--- src/rtl/tia_pkg.sv ---
// Shared TIA types: beam FSM states, default display timing, beam coordinate type.
// Latency: n/a (types and constants only).
// Backpressure: n/a.
package tia_pkg;

    typedef enum logic [1:0] {
        S_SYNC = 2'd0,
        S_STEP = 2'd1,
        S_GAP  = 2'd2
    } tia_state_e;

    // Beam coordinate shared by the sequencer, the colour mux and the register block.
    typedef logic [8:0] beam_coord_t;

    localparam int TIA_H_TOTAL     = 456;
    localparam int TIA_H_VISIBLE   = 320;
    localparam int TIA_V_TOTAL     = 262;
    localparam int TIA_V_VISIBLE   = 240;
    localparam int TIA_V_TOP       = 24;
    localparam int TIA_V_BOTTOM    = 226;
    localparam int TIA_PACE_CYCLES = 8;

    // Advance a beam counter, wrapping to zero on its last value.
    function automatic beam_coord_t coord_step(input beam_coord_t c, input beam_coord_t last);
        return (c == last) ? '0 : c + 9'd1;
    endfunction

endpackage

--- src/rtl/tia_beam_sequencer_if.sv ---
// Beam sequencer bundle: CPU sync requests, LCD busy/strobe, beam position and status.
// Latency: n/a (wiring only).
// Backpressure: lcd_busy from the LCD write engine holds the beam in place.
// master = sequencer side, slave = CPU/LCD/colour-mux side.
interface tia_beam_sequencer_if;
    import tia_pkg::*;

    logic        wsync_req;
    logic        vsync_req;
    logic        lcd_busy;
    logic        pix_clk;
    logic        reset_cursor;
    beam_coord_t xpos;
    beam_coord_t ypos;
    logic        draw_en;
    logic        fill_black;
    logic        stall_cpu;
    logic        line_done;
    logic        frame_done;

    modport master (
        input  wsync_req, vsync_req, lcd_busy,
        output pix_clk, reset_cursor, xpos, ypos, draw_en, fill_black,
               stall_cpu, line_done, frame_done
    );

    modport slave (
        output wsync_req, vsync_req, lcd_busy,
        input  pix_clk, reset_cursor, xpos, ypos, draw_en, fill_black,
               stall_cpu, line_done, frame_done
    );

endinterface

--- src/rtl/tia_pace_timer.sv ---
// Pace down-counter: idles the beam for PACE_CYCLES cycles after every step.
// Latency: done is high in the PACE_CYCLES-th cycle after load.
// Backpressure: none; clr aborts a count in progress.
// Ports: clk_i/resetn clock and async active-low reset; load starts a count,
// clr empties the counter, done flags the last gap cycle.
module tia_pace_timer
    import tia_pkg::*;
#(
    parameter int PACE_CYCLES = TIA_PACE_CYCLES
) (
    input  logic clk_i,
    input  logic resetn,
    input  logic load,
    input  logic clr,
    output logic done
);

    logic [7:0] cnt_q;

    always_ff @(posedge clk_i or negedge resetn) begin
        if (!resetn) begin
            cnt_q <= 8'd0;
        end else if (clr) begin
            cnt_q <= 8'd0;
        end else if (load) begin
            cnt_q <= 8'(PACE_CYCLES);
        end else if (cnt_q != 8'd0) begin
            cnt_q <= cnt_q - 8'd1;
        end
    end

    // Load lands the count on the first gap cycle, so "1" marks the last one.
    assign done = (cnt_q == 8'd1);

endmodule

--- src/rtl/tia_beam_sequencer.sv ---
// TIA beam sequencer: owns the beam counters, paces pixel strobes, applies VSYNC/WSYNC.
// Latency: one beam step per 1+PACE_CYCLES cycles; pix_clk/line_done/frame_done fire in the step cycle.
// Backpressure: lcd_busy high holds the step (no strobe, beam frozen) until it drops.
// Ports: clk_i, resetn (async active-low); bus (tia_beam_sequencer_if.master) carries
// wsync_req/vsync_req/lcd_busy in and pix_clk, reset_cursor, xpos, ypos, draw_en,
// fill_black, stall_cpu, line_done, frame_done out.
// Option: define TIA_VSYNC_AUTO_EN to re-home the LCD cursor on a natural frame wrap.
module tia_beam_sequencer
    import tia_pkg::*;
#(
    parameter int H_TOTAL     = TIA_H_TOTAL,
    parameter int H_VISIBLE   = TIA_H_VISIBLE,
    parameter int V_TOTAL     = TIA_V_TOTAL,
    parameter int V_VISIBLE   = TIA_V_VISIBLE,
    parameter int V_TOP       = TIA_V_TOP,
    parameter int V_BOTTOM    = TIA_V_BOTTOM,
    parameter int PACE_CYCLES = TIA_PACE_CYCLES
) (
    input  logic                  clk_i,
    input  logic                  resetn,
    tia_beam_sequencer_if.master  bus
);

    localparam beam_coord_t H_LAST     = beam_coord_t'(H_TOTAL - 1);
    localparam beam_coord_t V_LAST     = beam_coord_t'(V_TOTAL - 1);
    localparam beam_coord_t H_VIS_LAST = beam_coord_t'(H_VISIBLE - 1);
    localparam beam_coord_t H_VIS      = beam_coord_t'(H_VISIBLE);
    localparam beam_coord_t V_VIS      = beam_coord_t'(V_VISIBLE);
    localparam beam_coord_t V_TOP_C    = beam_coord_t'(V_TOP);
    localparam beam_coord_t V_BOT_C    = beam_coord_t'(V_BOTTOM);

    tia_state_e  state_q, state_d;
    beam_coord_t xpos_q, xpos_d;
    beam_coord_t ypos_q, ypos_d;
    logic        stall_q, stall_d;
    logic        armed_q;
    logic        pix_c, line_c, frame_c;
    logic        pace_load, pace_clr, pace_done;
    logic        draw_en;

    // armed_q keeps reset_cursor low while resetn is asserted; the first
    // S_SYNC after reset is therefore stretched by one cycle so the cursor
    // pulse is still visible once reset is released.
    always_ff @(posedge clk_i or negedge resetn) begin
        if (!resetn) begin
            state_q <= S_SYNC;
            xpos_q  <= '0;
            ypos_q  <= '0;
            stall_q <= 1'b0;
            armed_q <= 1'b0;
        end else begin
            state_q <= state_d;
            xpos_q  <= xpos_d;
            ypos_q  <= ypos_d;
            stall_q <= stall_d;
            armed_q <= 1'b1;
        end
    end

    assign draw_en = (xpos_q < H_VIS) && (ypos_q < V_VIS);

    always_comb begin
        state_d   = state_q;
        xpos_d    = xpos_q;
        ypos_d    = ypos_q;
        stall_d   = stall_q;
        pix_c     = 1'b0;
        line_c    = 1'b0;
        frame_c   = 1'b0;
        pace_load = 1'b0;
        pace_clr  = 1'b0;

        if (bus.wsync_req) begin
            stall_d = 1'b1;
        end

        unique case (state_q)
            S_SYNC: begin
                xpos_d  = '0;
                ypos_d  = '0;
                stall_d = 1'b0;
                if (armed_q) begin
                    state_d = S_STEP;
                end
            end
            S_STEP: begin
                if (!bus.lcd_busy) begin
                    pix_c     = draw_en;
                    xpos_d    = coord_step(xpos_q, H_LAST);
                    pace_load = 1'b1;
                    state_d   = S_GAP;
                    // Horizontal blank starts here; a WSYNC in the same cycle re-arms the stall.
                    if (xpos_q == H_VIS_LAST) begin
                        stall_d = bus.wsync_req;
                    end
                    if (xpos_q == H_LAST) begin
                        line_c = 1'b1;
                        ypos_d = coord_step(ypos_q, V_LAST);
                        if (ypos_q == V_LAST) begin
                            frame_c = 1'b1;
`ifdef TIA_VSYNC_AUTO_EN
                            // Any VSYNC would have restarted the beam at line 0, so
                            // reaching the natural wrap means the frame had none.
                            state_d = S_SYNC;
`else
                            state_d = S_GAP;
`endif
                        end
                    end
                end
            end
            S_GAP: begin
                if (pace_done) begin
                    state_d = S_STEP;
                end
            end
            default: begin
                state_d = S_SYNC;
            end
        endcase

        // VSYNC overrides everything: abort the gap/busy wait and home the beam now.
        if (bus.vsync_req) begin
            state_d   = S_SYNC;
            xpos_d    = '0;
            ypos_d    = '0;
            stall_d   = 1'b0;
            pix_c     = 1'b0;
            line_c    = 1'b0;
            frame_c   = 1'b0;
            pace_load = 1'b0;
            pace_clr  = 1'b1;
        end
    end

    tia_pace_timer #(
        .PACE_CYCLES (PACE_CYCLES)
    ) u_pace (
        .clk_i  (clk_i),
        .resetn (resetn),
        .load   (pace_load),
        .clr    (pace_clr),
        .done   (pace_done)
    );

    assign bus.pix_clk      = pix_c;
    assign bus.line_done    = line_c;
    assign bus.frame_done   = frame_c;
    assign bus.reset_cursor = (state_q == S_SYNC) && armed_q;
    assign bus.xpos         = xpos_q;
    assign bus.ypos         = ypos_q;
    assign bus.draw_en      = draw_en;
    assign bus.fill_black   = draw_en && ((ypos_q < V_TOP_C) || (ypos_q >= V_BOT_C));
    assign bus.stall_cpu    = stall_q;

endmodule

--- src/flat_wrapper.sv ---
// flat-port wrapper written by rule: the top's interface ports become plain ports
module tia_beam_sequencer_flat import tia_pkg::*;
#(
    parameter int H_TOTAL     = TIA_H_TOTAL,
    parameter int H_VISIBLE   = TIA_H_VISIBLE,
    parameter int V_TOTAL     = TIA_V_TOTAL,
    parameter int V_VISIBLE   = TIA_V_VISIBLE,
    parameter int V_TOP       = TIA_V_TOP,
    parameter int V_BOTTOM    = TIA_V_BOTTOM,
    parameter int PACE_CYCLES = TIA_PACE_CYCLES
)
  (clk_i, resetn, bus_wsync_req, bus_vsync_req, bus_lcd_busy, bus_pix_clk, bus_reset_cursor, bus_xpos, bus_ypos, bus_draw_en, bus_fill_black, bus_stall_cpu, bus_line_done, bus_frame_done);
  tia_beam_sequencer_if bus_i ();
  input  logic clk_i;
  input  logic resetn;
  input wire logic [$bits(bus_i.wsync_req)-1:0] bus_wsync_req;
  input wire logic [$bits(bus_i.vsync_req)-1:0] bus_vsync_req;
  input wire logic [$bits(bus_i.lcd_busy)-1:0] bus_lcd_busy;
  output wire logic [$bits(bus_i.pix_clk)-1:0] bus_pix_clk;
  output wire logic [$bits(bus_i.reset_cursor)-1:0] bus_reset_cursor;
  output wire logic [$bits(bus_i.xpos)-1:0] bus_xpos;
  output wire logic [$bits(bus_i.ypos)-1:0] bus_ypos;
  output wire logic [$bits(bus_i.draw_en)-1:0] bus_draw_en;
  output wire logic [$bits(bus_i.fill_black)-1:0] bus_fill_black;
  output wire logic [$bits(bus_i.stall_cpu)-1:0] bus_stall_cpu;
  output wire logic [$bits(bus_i.line_done)-1:0] bus_line_done;
  output wire logic [$bits(bus_i.frame_done)-1:0] bus_frame_done;
  assign bus_i.wsync_req = bus_wsync_req;
  assign bus_i.vsync_req = bus_vsync_req;
  assign bus_i.lcd_busy = bus_lcd_busy;
  assign bus_pix_clk = bus_i.pix_clk;
  assign bus_reset_cursor = bus_i.reset_cursor;
  assign bus_xpos = bus_i.xpos;
  assign bus_ypos = bus_i.ypos;
  assign bus_draw_en = bus_i.draw_en;
  assign bus_fill_black = bus_i.fill_black;
  assign bus_stall_cpu = bus_i.stall_cpu;
  assign bus_line_done = bus_i.line_done;
  assign bus_frame_done = bus_i.frame_done;
  tia_beam_sequencer #(.H_TOTAL(H_TOTAL), .H_VISIBLE(H_VISIBLE), .V_TOTAL(V_TOTAL), .V_VISIBLE(V_VISIBLE), .V_TOP(V_TOP), .V_BOTTOM(V_BOTTOM), .PACE_CYCLES(PACE_CYCLES)) u_core (.clk_i(clk_i), .resetn(resetn), .bus(bus_i));
endmodule
--- config.mk ---
export PLATFORM = sky130hd
export DESIGN_NAME = tia_beam_sequencer_flat
export DESIGN_NICKNAME = d
export VERILOG_FILES = /design/src/rtl/tia_pkg.sv /design/src/rtl/tia_beam_sequencer_if.sv /design/src/rtl/tia_pace_timer.sv /design/src/rtl/tia_beam_sequencer.sv /design/src/flat_wrapper.sv
export SDC_FILE = /design/constraint.sdc
export NUM_CORES = 1
export LEC_CHECK = 0
export ABC_AREA = 1
export BUFFER_PORTS_ARGS = -buffer_cell sky130_fd_sc_hd__buf_4
export CORE_MARGIN = 2
export CORE_UTILIZATION = 40
export DETAILED_ROUTE_END_ITERATION = 10
export GPL_TIMING_DRIVEN = 0
export PLACE_DENSITY = 0.69
export SETUP_SLACK_MARGIN = 0.4
export SYNTH_ARGS = -nofsm -noshare
export SYNTH_HDL_FRONTEND = slang
export SYNTH_SLANG_ARGS = --single-unit
--- constraint.sdc ---
create_clock -name clk_i -period 2.6 [get_ports clk_i]
set_input_delay 0.52 -clock clk_i [delete_from_list [all_inputs] [get_ports clk_i]]
set_output_delay 0.52 -clock clk_i [all_outputs]
set_load 0.01 [all_outputs]
# Word level (Yosys, flattened, before mapping)
# Index checks and enable logic that the tools add are counted.
# Widths: inputs -> output; s select.
[word_totals]
wordCells = 72
out_inout_bits = 25
ff_bits = 30
input_bits = 5
[classes]
magnitude_cmp = 4
addsub = 3
n_reduce_logical = 11
n_eq_ne = 10
mux = 38
[op_table]
columns = ["operator", "n"]
rows = [
  ["$mux 9", 7],
  ["$pmux 9 s2", 2],
  ["$eq 9x9->1 const B", 3],
  ["$mux 8", 3],
  ["$mux 1", 20],
  ["$add 9x1->9 const B", 2],
  ["$ge 9x8->1 const B", 1],
  ["$lt 9x5->1 const B", 1],
  ["$lt 9x8->1 const B", 1],
  ["$lt 9x9->1 const B", 1],
  ["$ne 3x2->1 const B", 3],
  ["$eq 8x1->1 const B", 1],
  ["$mux 2", 4],
  ["$reduce_bool 8->1", 1],
  ["$sub 8x1->8 const B", 1],
  ["$pmux 2 s3", 1],
  ["$reduce_and 3->1", 2],
  ["$reduce_bool 3->1", 2],
  ["$logic_and 1x1->1", 3],
  ["$ne 3x3->1 const B", 1],
  ["$eq 2x1->1 const B", 1],
  ["$eq 2x2->1 const B", 1],
  ["$logic_not 2->1", 1],
  ["$pmux 1 s2", 1],
  ["2 further kinds", 2],
]

# Depth between registers and ports, before layout
# Gate-level depths: netlist (run 1).
[logic_depth]
word_depth = 6
ltp_mapped = 10
depth_no_buf = 10

# Hierarchy
# A second synthesis (run 1) with hierarchy kept.
[hier_totals]
hier_cells = 272
area_unflattened_um2 = 1969.4
[modules_own_cells]
columns = ["module", "area_each_um2", "instances", "seq_area_each_um2", "cells_per_inst"]
rows = [
  ["tia_beam_sequencer", 1438.9, 1, 550.5, 201],
  ["tia_pace_timer", 530.5, 1, 200.2, 71],
]

# Least setup slack after synthesis (run 1)
# Ideal clock, no wire load.
[synth_timing]
path_kind = "in2out"
start = "in bus_vsync_req"
end = "out bus_frame_done"
required_ns = 2.080
n_path_buf = 1
arrival_time_ns = 1.288
slack_ns = 0.792
path_stages = 4
cell_sequence = "clkbuf_8 > nor2_8 > nand2_4 > nor3_1"
[synth_between]
elab_chain_cells = 1
[synth_lines]
columns = ["item", "line_no", "text"]
rows = [
  ["start, declared", "flat_wrapper.sv:17", "input wire logic [$bits(bus_i.vsync_req)-1:0] bus_vsync_req;"],
  ["$mux 1", "tia_beam_sequencer.sv:123", "if (bus.vsync_req) begin"],
  ["end, declared", "flat_wrapper.sv:27", "output wire logic [$bits(bus_i.frame_done)-1:0] bus_frame_done;"],
]
# Every way passes these cells.

# Worst setup path after layout (run 1)
[layout_timing]
start = "reg u_core.xpos_q[6] (netlist: u_core.bus.xpos[6])"
end = "out bus_fill_black"
[layout_between]
elab_chain_cells = 3
[layout_lines]
columns = ["item", "line_no", "text"]
rows = [
  ["start, declared", "tia_beam_sequencer.sv:33", "beam_coord_t xpos_q, xpos_d;"],
  ["start signal, assigned", "tia_beam_sequencer.sv:53", "xpos_q <= xpos_d;"],
  ["$lt 9x9->1", "tia_beam_sequencer.sv:60", "assign draw_en = (xpos_q < H_VIS) && (ypos_q < V_VIS);"],
  ["$logic_and 1x1->1", "tia_beam_sequencer.sv:60", ""],
  ["$logic_and 1x1->1", "tia_beam_sequencer.sv:153", "assign bus.fill_black = draw_en && ((ypos_q < V_TOP_C) || (ypos_q >= V_BOT_C));"],
  ["end, declared", "flat_wrapper.sv:24", "output wire logic [$bits(bus_i.fill_black)-1:0] bus_fill_black;"],
]
# Every way passes these cells.

==> metrics.txt, run 1 <==
dpl hpwl between 3 and 4 mm; Top FF cell, synth sky130_fd_sc_hd__dfrtp_1; capture point of the worst reg-to-reg path u_core.bus.ypos[2]; outcome finished, final reports clean; setup violation total in the final timing report 0; share of total power in sequential cells 37.8%; vias in the first global route about 1.7k; cells on worst reg2reg path 7; TNS Setup 0 ns; internal power consumption 998 uW; EDFF count, synth 0; maximum number of pins on one net before global-route repair 31; peak supply drop 0.561 mV; layout-stage area growth over the synthesis result 21.6%; final antenna-violating net count 0; FFs w/ async S/R, synth 100%; final core utilization 50.9%; endpoint type of the worst setup path output port; final number of max-transition violations 0; final hold vios 0; f_max roughly 0.48 GHz; CTS Sinks 30; CP arrival about 1.6 ns; TritonCTS Buffers 5; synthesized netlist net count ~280; yosys warns 0; per-cell routed wire length 11.8 um; synthesized flop and latch total 30; routed vias 1820; maximum number of buffers from clock root to sink 2; post-route fraction of the period consumed by the critical path around four fifths; reg-to-reg setup timing slack 1.03 ns; diode insertion count for antenna repair 0; first-iteration detailed-routing DRC count 75; starting density of the core 41.9%; clock edge transition at the registers on the reported setup and hold paths 0.07 ns; row count 25; Maximum Capacitance Violations 0; distinct cell type count after synthesis 33; WS Path Type reg2out; initial antenna violation count 0; synthesized area per cell 7.48 um^2; Worst Setup SP u_core.bus.xpos[6]; Die X-Extent about 75 um; reported leakage power 0.00122 uW; switching share of power 36.3%; Reg2Reg Launch Point u_core.bus.xpos[1]; net switching component of the power 570 uW; area enclosed by the die boundary between 5000 and 6000 um^2; Clock Latency Late Sink approximately 0.28 ns; combinational share of power 33.9%; DRC violations left 0; CTS HTree Levels 2; first-pass GRT wire length 7.63 mm; total track usage between 10% and 20%; crit path max fanout 6; cell area after technology mapping 1990 um^2; total global routing overflow 0; PwrDens 648 nW/um^2; Net count, final 314; Cells after Synth 266; startpoint class of the critical path register; I/O pins 30; Layout fillers 489; class of the worst hold path in2async; average vias per placed instance 4.91; Root Driver sky130_fd_sc_hd__clkbuf_8; unrepaired setup endpoints after global routing false; post-synthesis sequential area ratio 37.7%; Min Clock Period, post-route between 2 and 2.5 ns; required time at the worst-slack endpoint 2.08 ns; core area 4750 um^2; Clk network pwr share between 20 and 30%; final wirelength 4.37 mm; RD Place Congestion 0.927; Layout Skew ~0.0086 ns; count of port buffers added during placement 28; die height between 70 and 80 um; CTS tree built; fraction of layout cells with a size suffix above 1 between 20% and 30%; number of detailed-route iterations in the first pass 4
synth_stat cells, types with 2 or more instances:
| cell type | number | share of area [%] |
|---|---|---|
| sky130_fd_sc_hd__o21ai_2 | 3 | 1.3 |
| sky130_fd_sc_hd__nor2_1 | 33 | 6.2 |
| sky130_fd_sc_hd__nand2_2 | 4 | 1.3 |
| sky130_fd_sc_hd__nor3_2 | 3 | 1.5 |
| sky130_fd_sc_hd__nand2_4 | 6 | 3.4 |
| sky130_fd_sc_hd__inv_2 | 3 | 0.57 |
| sky130_fd_sc_hd__nor2_4 | 2 | 1.1 |
| sky130_fd_sc_hd__nor2_8 | 2 | 2.0 |
| sky130_fd_sc_hd__nand4_1 | 9 | 2.8 |
| sky130_fd_sc_hd__inv_1 | 35 | 6.6 |
| sky130_fd_sc_hd__nor3_1 | 5 | 1.3 |
| sky130_fd_sc_hd__ha_1 | 6 | 3.8 |
| sky130_fd_sc_hd__nand2_1 | 58 | 11 |
| sky130_fd_sc_hd__nor2_2 | 4 | 1.3 |
| sky130_fd_sc_hd__a21oi_1 | 10 | 2.5 |
| sky130_fd_sc_hd__nand3_1 | 24 | 6.0 |
| sky130_fd_sc_hd__o21ai_0 | 14 | 3.5 |
| sky130_fd_sc_hd__dfrtp_1 | 30 | 38 |
layer usage:
layer / vias up / part of all wire (%) / GRT usage [%]
met3: 4 / 4.6 / 4.07
met1: 845 / 47 / 23.3
met5: - / 0 / 0
met2: 46 / 47 / 29.0
li1: 925 / - / -
met4: 0 / 1.5 / 7.74
worst max-delay path: stages, from the launching register on:
cell and delay, ns:
sky130_fd_sc_hd__dfrtp_1 0.42, sky130_fd_sc_hd__or2_2 0.32, sky130_fd_sc_hd__nand2_1 0.09, sky130_fd_sc_hd__nand3_1 0.14, sky130_fd_sc_hd__a21oi_1 0.18, sky130_fd_sc_hd__buf_4 0.15
power groups by stage:
stage               Clock [uW]  Combinational (uW)  Sequential [uW]
global placement             0                 515              598
floorplan                    0                 411              592
detailed placement           0                 529              601
CTS                        460                 530              592
finish                     444                 531              593
global route               470                 609              605
cell families (layout without fill, tap and decap cells):
family	Yosys count	after routing	synth area share [%]
DFF	30	30	37.7
other	1	1	0.188
AOI/OAI and AO/OA	33	33	9.93
adders and majority gates	6	6	3.77
buffers and inverters	42	80	9.18
and+or+nand+nor	153	153	38.8
xor gates and xnor gates	1	1	0.440
stage by stage:
stage                     instance area, um^2  cells  total power (uW)  hold slack [ns]  worst slack (ns)
final                                    2420    371              1570            0.160             0.505
after global placement                   2280    361              1110            0.480             0.682
after CTS                                2390    369              1580            0.167             0.416
after floorplan                          1990    266              1000            0.224             0.792
after detailed placement                 2280    361              1130            0.484             0.691
after global routing                     2420    371              1680            0.186             0.403
worst max-delay path by stage:
| stage | end | slack, ns | cells after the start |
|---|---|---|---|
| final | bus_fill_black | 0.51 | 5 |
| after global routing | bus_fill_black | 0.40 | 5 |
| after global placement | bus_frame_done | 0.68 | 5 |
| after detailed placement | bus_frame_done | 0.69 | 5 |
| after floorplan | bus_frame_done | 0.79 | 4 |
| after CTS | bus_frame_done | 0.42 | 6 |
registers in the layout, summed over array words and instances (netlist names):
signal / count
u_core.u_pace.cnt_q: 8
u_core.bus.stall_cpu: 1
u_core.bus.xpos: 9
u_core.bus.ypos: 9
u_core.state_q: 2
u_core.armed_q: 1
cells in the final DEF (no fill, tap or decap), types with 2 or more instances in the layout:
cell | Yosys | routed
sky130_fd_sc_hd__nand2_1 | 58 | 58
sky130_fd_sc_hd__nand4_1 | 9 | 9
sky130_fd_sc_hd__o21ai_0 | 14 | 14
sky130_fd_sc_hd__nand2_4 | 6 | 6
sky130_fd_sc_hd__nor2_4 | 2 | 2
sky130_fd_sc_hd__nor2_1 | 33 | 33
sky130_fd_sc_hd__a21oi_1 | 10 | 10
sky130_fd_sc_hd__buf_4 | 0 | 30
sky130_fd_sc_hd__o21ai_2 | 3 | 3
sky130_fd_sc_hd__dfrtp_1 | 30 | 28
sky130_fd_sc_hd__inv_2 | 3 | 3
sky130_fd_sc_hd__nor3_1 | 5 | 4
sky130_fd_sc_hd__ha_1 | 6 | 5
sky130_fd_sc_hd__nand3_1 | 24 | 24
sky130_fd_sc_hd__nor2_2 | 4 | 4
sky130_fd_sc_hd__inv_1 | 35 | 35
sky130_fd_sc_hd__nor2_8 | 2 | 2
sky130_fd_sc_hd__clkbuf_8 | 1 | 9
sky130_fd_sc_hd__nand2_2 | 4 | 4
sky130_fd_sc_hd__nor3_2 | 3 | 4
sky130_fd_sc_hd__dfrtp_2 | 0 | 2
layout make-up:
type,instances,area [um^2],area share [%]
multi-input combinational,194,1060,44.0
sequential,30,753,31.1
timing repair buffer,30,225,9.31
inverter,40,158,6.51
clock buffer,8,110,4.55
tap,67,83.8,3.46
buffer,2,25.0,1.03
what timing repair did:
item                       4_1_cts  5_1_grt
setup buffers                    0        2
hold buffers                     0        0
gates resized for setup          0        4
setup endpoints to repair        0        2
No activity file was read; power rests on OpenSTA's default activity.
==> run 2, diff against run 1 <==
- PLACE_DENSITY: 0.69 -> 0.72
- clock period: 2.6 -> 1.9 ns (I/O delays scaled with it)
==> run 2 against run 1 <==
Compared with the run above: final cell count rose by 6.5%; total power grew 41%; hold slack worse by 0.14 ns; sequential share of layout area is 3.8 points lower; largest power group is now combinational cells; sequential power grew 36%; critical path depth up 1.
==> metrics.txt, run 2 (synthesized netlist as in run 1, its figures left out) <==
outcome finished, final reports clean; capture point of the worst reg-to-reg path u_core.bus.ypos[0]; WS Path Type reg2out; Root Driver sky130_fd_sc_hd__clkbuf_8; Cell Count Post-Placement 361; core area 4750 um^2; Worst Setup SP u_core.bus.xpos[3]; Min Clock Period, post-route 1.77 ns; maximum number of buffers from clock root to sink 2; CTS HTree Levels 2; number of buffers and inverters on the critical path 2; critical-path cell list inv_2 > nand2_1 > nor2_1 > nand2_2 > nor3_4 > buf_6; total global routing overflow 0; routed vias 1971; average vias per placed instance 4.99; logic depth of the worst path, buffers included 6; crit path max fanout 4; Die X-Extent 74.5 um; TNS Setup 0 ns; fraction of layout cells with a size suffix above 1 a little over a third; final hold vios 0; initial antenna violation count 0; peak supply drop 0.620 mV; starting density of the core a little over two fifths; reported leakage power 0.00137 uW; cells on worst reg2reg path 10; first-iteration detailed-routing DRC count 198; standard cell with the maximum stage delay on the critical path sky130_fd_sc_hd__dfrtp_1; delay of the slowest cell on the worst path 0.43 ns; Reg2Reg Launch Point u_core.bus.xpos[3]; vias in the first global route 1743; layout-stage area growth over the synthesis result 38.2%; setup violation total in the final timing report 0; unrepaired setup endpoints after global routing true; CTS tree built; CP arrival 1.39 ns; PwrDens 804 nW/um^2; clock edge transition at the registers on the reported setup and hold paths 0.07 ns; first-pass GRT wire length approximately 7.8 mm; most used cells in the layout excluding fill and tap cells sky130_fd_sc_hd__nand2_1 (52), sky130_fd_sc_hd__buf_4 (48), sky130_fd_sc_hd__inv_1 (33), sky130_fd_sc_hd__nor2_1 (28), sky130_fd_sc_hd__dfrtp_1 (28); Maximum Capacitance Violations 0; startpoint class of the critical path register; diode insertion count for antenna repair 0; Hold Buf Count CTS 0; required time at the worst-slack endpoint 1.52 ns; I/O pins 30; total track usage around 18%; count of non-filler cells in the finished layout 395; RD Place Congestion approximately 0.9; final setup slack of the worst path 0.134 ns; Net count, final 338; Layout fillers 451; TritonCTS Buffers 5; DRC violations left 0; most common cell after layout, fill and taps aside sky130_fd_sc_hd__nand2_1; dpl hpwl approximately 3.2 mm; cell family with most CP delay simple AND/OR/NAND/NOR gates; hold slack final roughly 0.022 ns; final number of max-transition violations 0; final wirelength 5.06 mm; per-cell routed wire length 12.8 um; class of the worst hold path in2async; post-route fraction of the period consumed by the critical path 93.0%; reg-to-reg setup timing slack 0.27 ns; row count 25; area enclosed by the die boundary around 5600 um^2; endpoint type of the worst setup path output port; maximum number of pins on one net before global-route repair 31; final antenna-violating net count 0; pre-CTS setup slack 0.182 ns; die height ~75 um; number of detailed-route iterations in the first pass 4; end point of the critical path bus_frame_done; Clock Latency Late Sink 0.28 ns; count of port buffers added during placement 28; Layout Skew 0.00658 ns; f_max 0.566 GHz; CTS Sinks 30
-- run 2: cell types whose count changed in the layout (fill, tap and decap cells not counted), sizes merged --
cell,delta
clkinv,+1
buf,+23
-- run 2: worst min path at each step --
stage | from | endpoint | slack [ns] | cells past startpoint
floorplan | resetn | u_core.armed_q | 0.08 | 0
CTS | resetn | u_core.bus.ypos[3] | 0.04 | 1
detailed placement | resetn | u_core.bus.ypos[0] | 0.34 | 1
global placement | resetn | u_core.bus.ypos[0] | 0.34 | 1
global route | resetn | u_core.bus.ypos[0] | 0.05 | 1
finish | resetn | u_core.bus.ypos[3] | 0.02 | 1
-- run 2: repair_timing --
action                                  CTS  global route
setup buffers                            19             6
gates cloned                              0             1
resized for setup                        11            29
pin swaps                                 8             3
endpoints found under the setup margin   17            28
-- run 2: metal layers --
| layer | part of all wire (%) | GRT usage [%] | routed length [um] |
|---|---|---|---|
| met5 | 0 | 0 | 0 |
| met4 | 0.42 | 3.97 | 21 |
| met3 | 6.0 | 4.07 | 301 |
| met2 | 49 | 29.1 | 2490 |
| met1 | 44 | 24.7 | 2250 |
-- run 2: area by class of cell --
cell class                      instances  area, um^2  area share, %
Clock inverter                          1        5.00          0.182
Clock buffer                            7        86.3           3.14
Timing Repair Buffer                   54         442           16.1
Tap cell                               67        83.8           3.05
Multi-Input combinational cell        194        1190           43.4
Buffer                                  2        28.8           1.05
Sequential cell                        30         753           27.4
Inverter                               40         158           5.73
-- run 2: stage by stage --
| step | util [%] | power, uW | cell area [um^2] |
|---|---|---|---|
| after global routing | 57.9 | 2370 | 2750 |
| after global placement | 48.4 | 1520 | 2300 |
| after detailed placement | 48.4 | 1540 | 2300 |
| after floorplan | - | 1370 | 2010 |
| final | 57.9 | 2210 | 2750 |
| after CTS | 54.3 | 2150 | 2580 |
-- run 2: power breakdown --
part,switching (uW),internal [uW]
Clock,250,292
Sequential,74.5,732
Combinational,518,345
==> run 3, diff against run 2 <==
- BUFFER_PORTS_ARGS: -buffer_cell sky130_fd_sc_hd__buf_4 -> not set
- DONT_BUFFER_PORTS: not set -> 1
- PLACE_DENSITY: 0.72 -> 0.66
- REMOVE_ABC_BUFFERS: not set -> 1
==> run 3 against run 2 <==
Compared with the run above: non-clock buffer count decreased by 40; count of clock-buffer cells in the layout decreased by 1; via count decreased by 5.8%; clock skew increased by 0.0012 ns; critical path type unchanged; maximum frequency decreased by 0.11%; sequential cell count unchanged; sequential power increased by 2.5%; first-iteration DRC count decreased by 49%; die area unchanged; global-route usage increased by 2.2 points.
==> metrics.txt, run 3 (synthesized netlist as in run 1, its figures left out) <==
first-pass GRT wire length between 8 and 9 mm; critical-path cell list or2_4 > nand2_4 > nand3_4 > a21oi_4; Worst Setup SP u_core.bus.xpos[6]; Reg2Reg Launch Point u_core.bus.xpos[0]; Layout Skew 0.00774 ns; final antenna-violating net count 0; final number of max-transition violations 0; TNS Setup 0 ns; CTS tree built; per-cell routed wire length between 10 and 15 um; diode insertion count for antenna repair 0; TritonCTS Buffers 5; Die X-Extent approximately 75 um; core area around 4800 um^2; first-iteration detailed-routing DRC count 101; peak supply drop 0.398 mV; dpl hpwl 3.23 mm; reported leakage power 0.00123 uW; area enclosed by the die boundary between 5000 and 6000 um^2; startpoint class of the critical path register; reg-to-reg setup timing slack about 0.2 ns; multi-input gate area in the final layout 1330 um^2; die height approximately 75 um; outcome finished, final reports clean; total track usage 20.2%; WS Path Type reg2out; count of port buffers added during placement 0; register area 767 um^2; post-route fraction of the period consumed by the critical path 93.1%; DRC violations left 0; Cell Count Post-Placement 331; standard cell with the maximum stage delay on the critical path sky130_fd_sc_hd__dfrtp_2; maximum number of buffers from clock root to sink 2; average vias per placed instance 5.24; pre-CTS setup slack between 0.1 and 0.15 ns; clock edge transition at the registers on the reported setup and hold paths approximately 0.060 ns; PwrDens 821 nW/um^2; row count 25; endpoint type of the worst setup path output port; count of non-filler cells in the finished layout between 300 and 400; f_max roughly 0.57 GHz; total global routing overflow 0; unrepaired setup endpoints after global routing true; RD Place Congestion ~0.89; post-place instance area roughly 2000 um^2; CTS HTree Levels 2; CP arrival 1.39 ns; worst min-delay path startpoint bus_vsync_req; crit path max fanout 6; Clock Latency Late Sink 0.28 ns; setup violation total in the final timing report 0; Root Driver sky130_fd_sc_hd__clkbuf_8; Maximum Capacitance Violations 0; final wirelength ~5.1 mm; most used cells in the layout excluding fill and tap cells sky130_fd_sc_hd__nand2_1 (49), sky130_fd_sc_hd__inv_1 (30), sky130_fd_sc_hd__nor2_1 (26), sky130_fd_sc_hd__nand3_1 (20), sky130_fd_sc_hd__dfrtp_1 (17); fraction of layout cells with a size suffix above 1 36.2%; Net count, final around 300; CTS Sinks 30; vias in the first global route 1863; number of detailed-route iterations in the first pass 5; initial antenna violation count 0; post-route design area 2610 um^2; class of the worst hold path in2reg; I/O pins 30; Layout fillers 429; required time at the worst-slack endpoint 1.52 ns; routed vias 1856; final hold vios 0; final setup slack of the worst path about 0.13 ns; most common cell after layout, fill and taps aside sky130_fd_sc_hd__nand2_1; starting density of the core 41.9%; Min Clock Period, post-route between 1.5 and 2 ns; delay of the slowest cell on the worst path approximately 0.46 ns; layout-stage area growth over the synthesis result 31.1%; maximum number of pins on one net before global-route repair 31
-- run 3: changes by cell type in the layout (fill, tap and decap cells not counted), sizes merged --
| cell | before | now |
|---|---|---|
| buf | 54 | 15 |
| dlygate4sd3 | 0 | 1 |
| clkbuf | 9 | 6 |
| clkinv | 1 | 0 |
| nand2 | 68 | 69 |
-- run 3: where the power goes --
group | leakage (uW) | internal, uW | switching (uW) | total (uW)
sequential | 0.000385 | 734 | 92.8 | 827
clock | 0.0000431 | 279 | 229 | 508
combinational | 0.000806 | 300 | 508 | 808
total | 0.00123 | 1310 | 830 | 2140
-- run 3: cell type report --
cell class              count  share of cell area (%)
well taps                  67                    3.21
inverters                  40                    6.23
multi-input cells         195                    51.1
repair buffers             16                    6.95
clock buffers               6                    3.16
flip-flops and latches     30                    29.4
-- run 3: path summary, 6_finish.rpt --
path | to | depth (start not counted)
setup / recovery | bus_fill_black | 4
min in group asynchronous | u_core.bus.ypos[2] | 2
max in group asynchronous | u_core.bus.ypos[0] | 2
setup reg to reg | u_core.bus.ypos[2] | 9
hold / removal | u_core.u_pace.cnt_q[5] | 1
hold reg to reg | u_core.u_pace.cnt_q[1] | 2
-- run 3: metrics by stage --
| stage | utilization (%) | hold WS, ns | total power, uW |
|---|---|---|---|
| 3_5_place_dp | 43.1 | 0.0855 | 1490 |
| 6_report | 54.9 | 0.158 | 2140 |
| 5_1_grt | 54.9 | 0.137 | 2330 |
| 2_1_floorplan | - | 0.0844 | 1360 |
| 4_1_cts | 51.2 | 0.154 | 2100 |
| 3_3_place_gp | 43.1 | 0.0857 | 1470 |
-- run 3: routing by layer --
metal / vias to the layer above / global-route usage [%] / wire, um
met5: - / 0 / 0
met4: 0 / 10.1 / 112
met3: 11 / 6.23 / 322
met2: 60 / 32.9 / 2590
met1: 881 / 24.0 / 2120
li1: 904 / - / -
-- run 3: repair_timing --
action                                 in CTS  in global routing
setup endpoints to repair                  22                 30
endpoints found under the hold margin      30                  0
setup buffers                              11                  3
pin swaps                                  14                 14
gates resized for setup                    47                 47
cloned                                      1                  0
hold buffers                                2                  0
-- run 3: worst max-delay path: cells and delay by family, from the launching register on --
kind	cells	cell delay, ns
compound gates	1	0.17
flops	1	0.46
simple gates	3	0.48
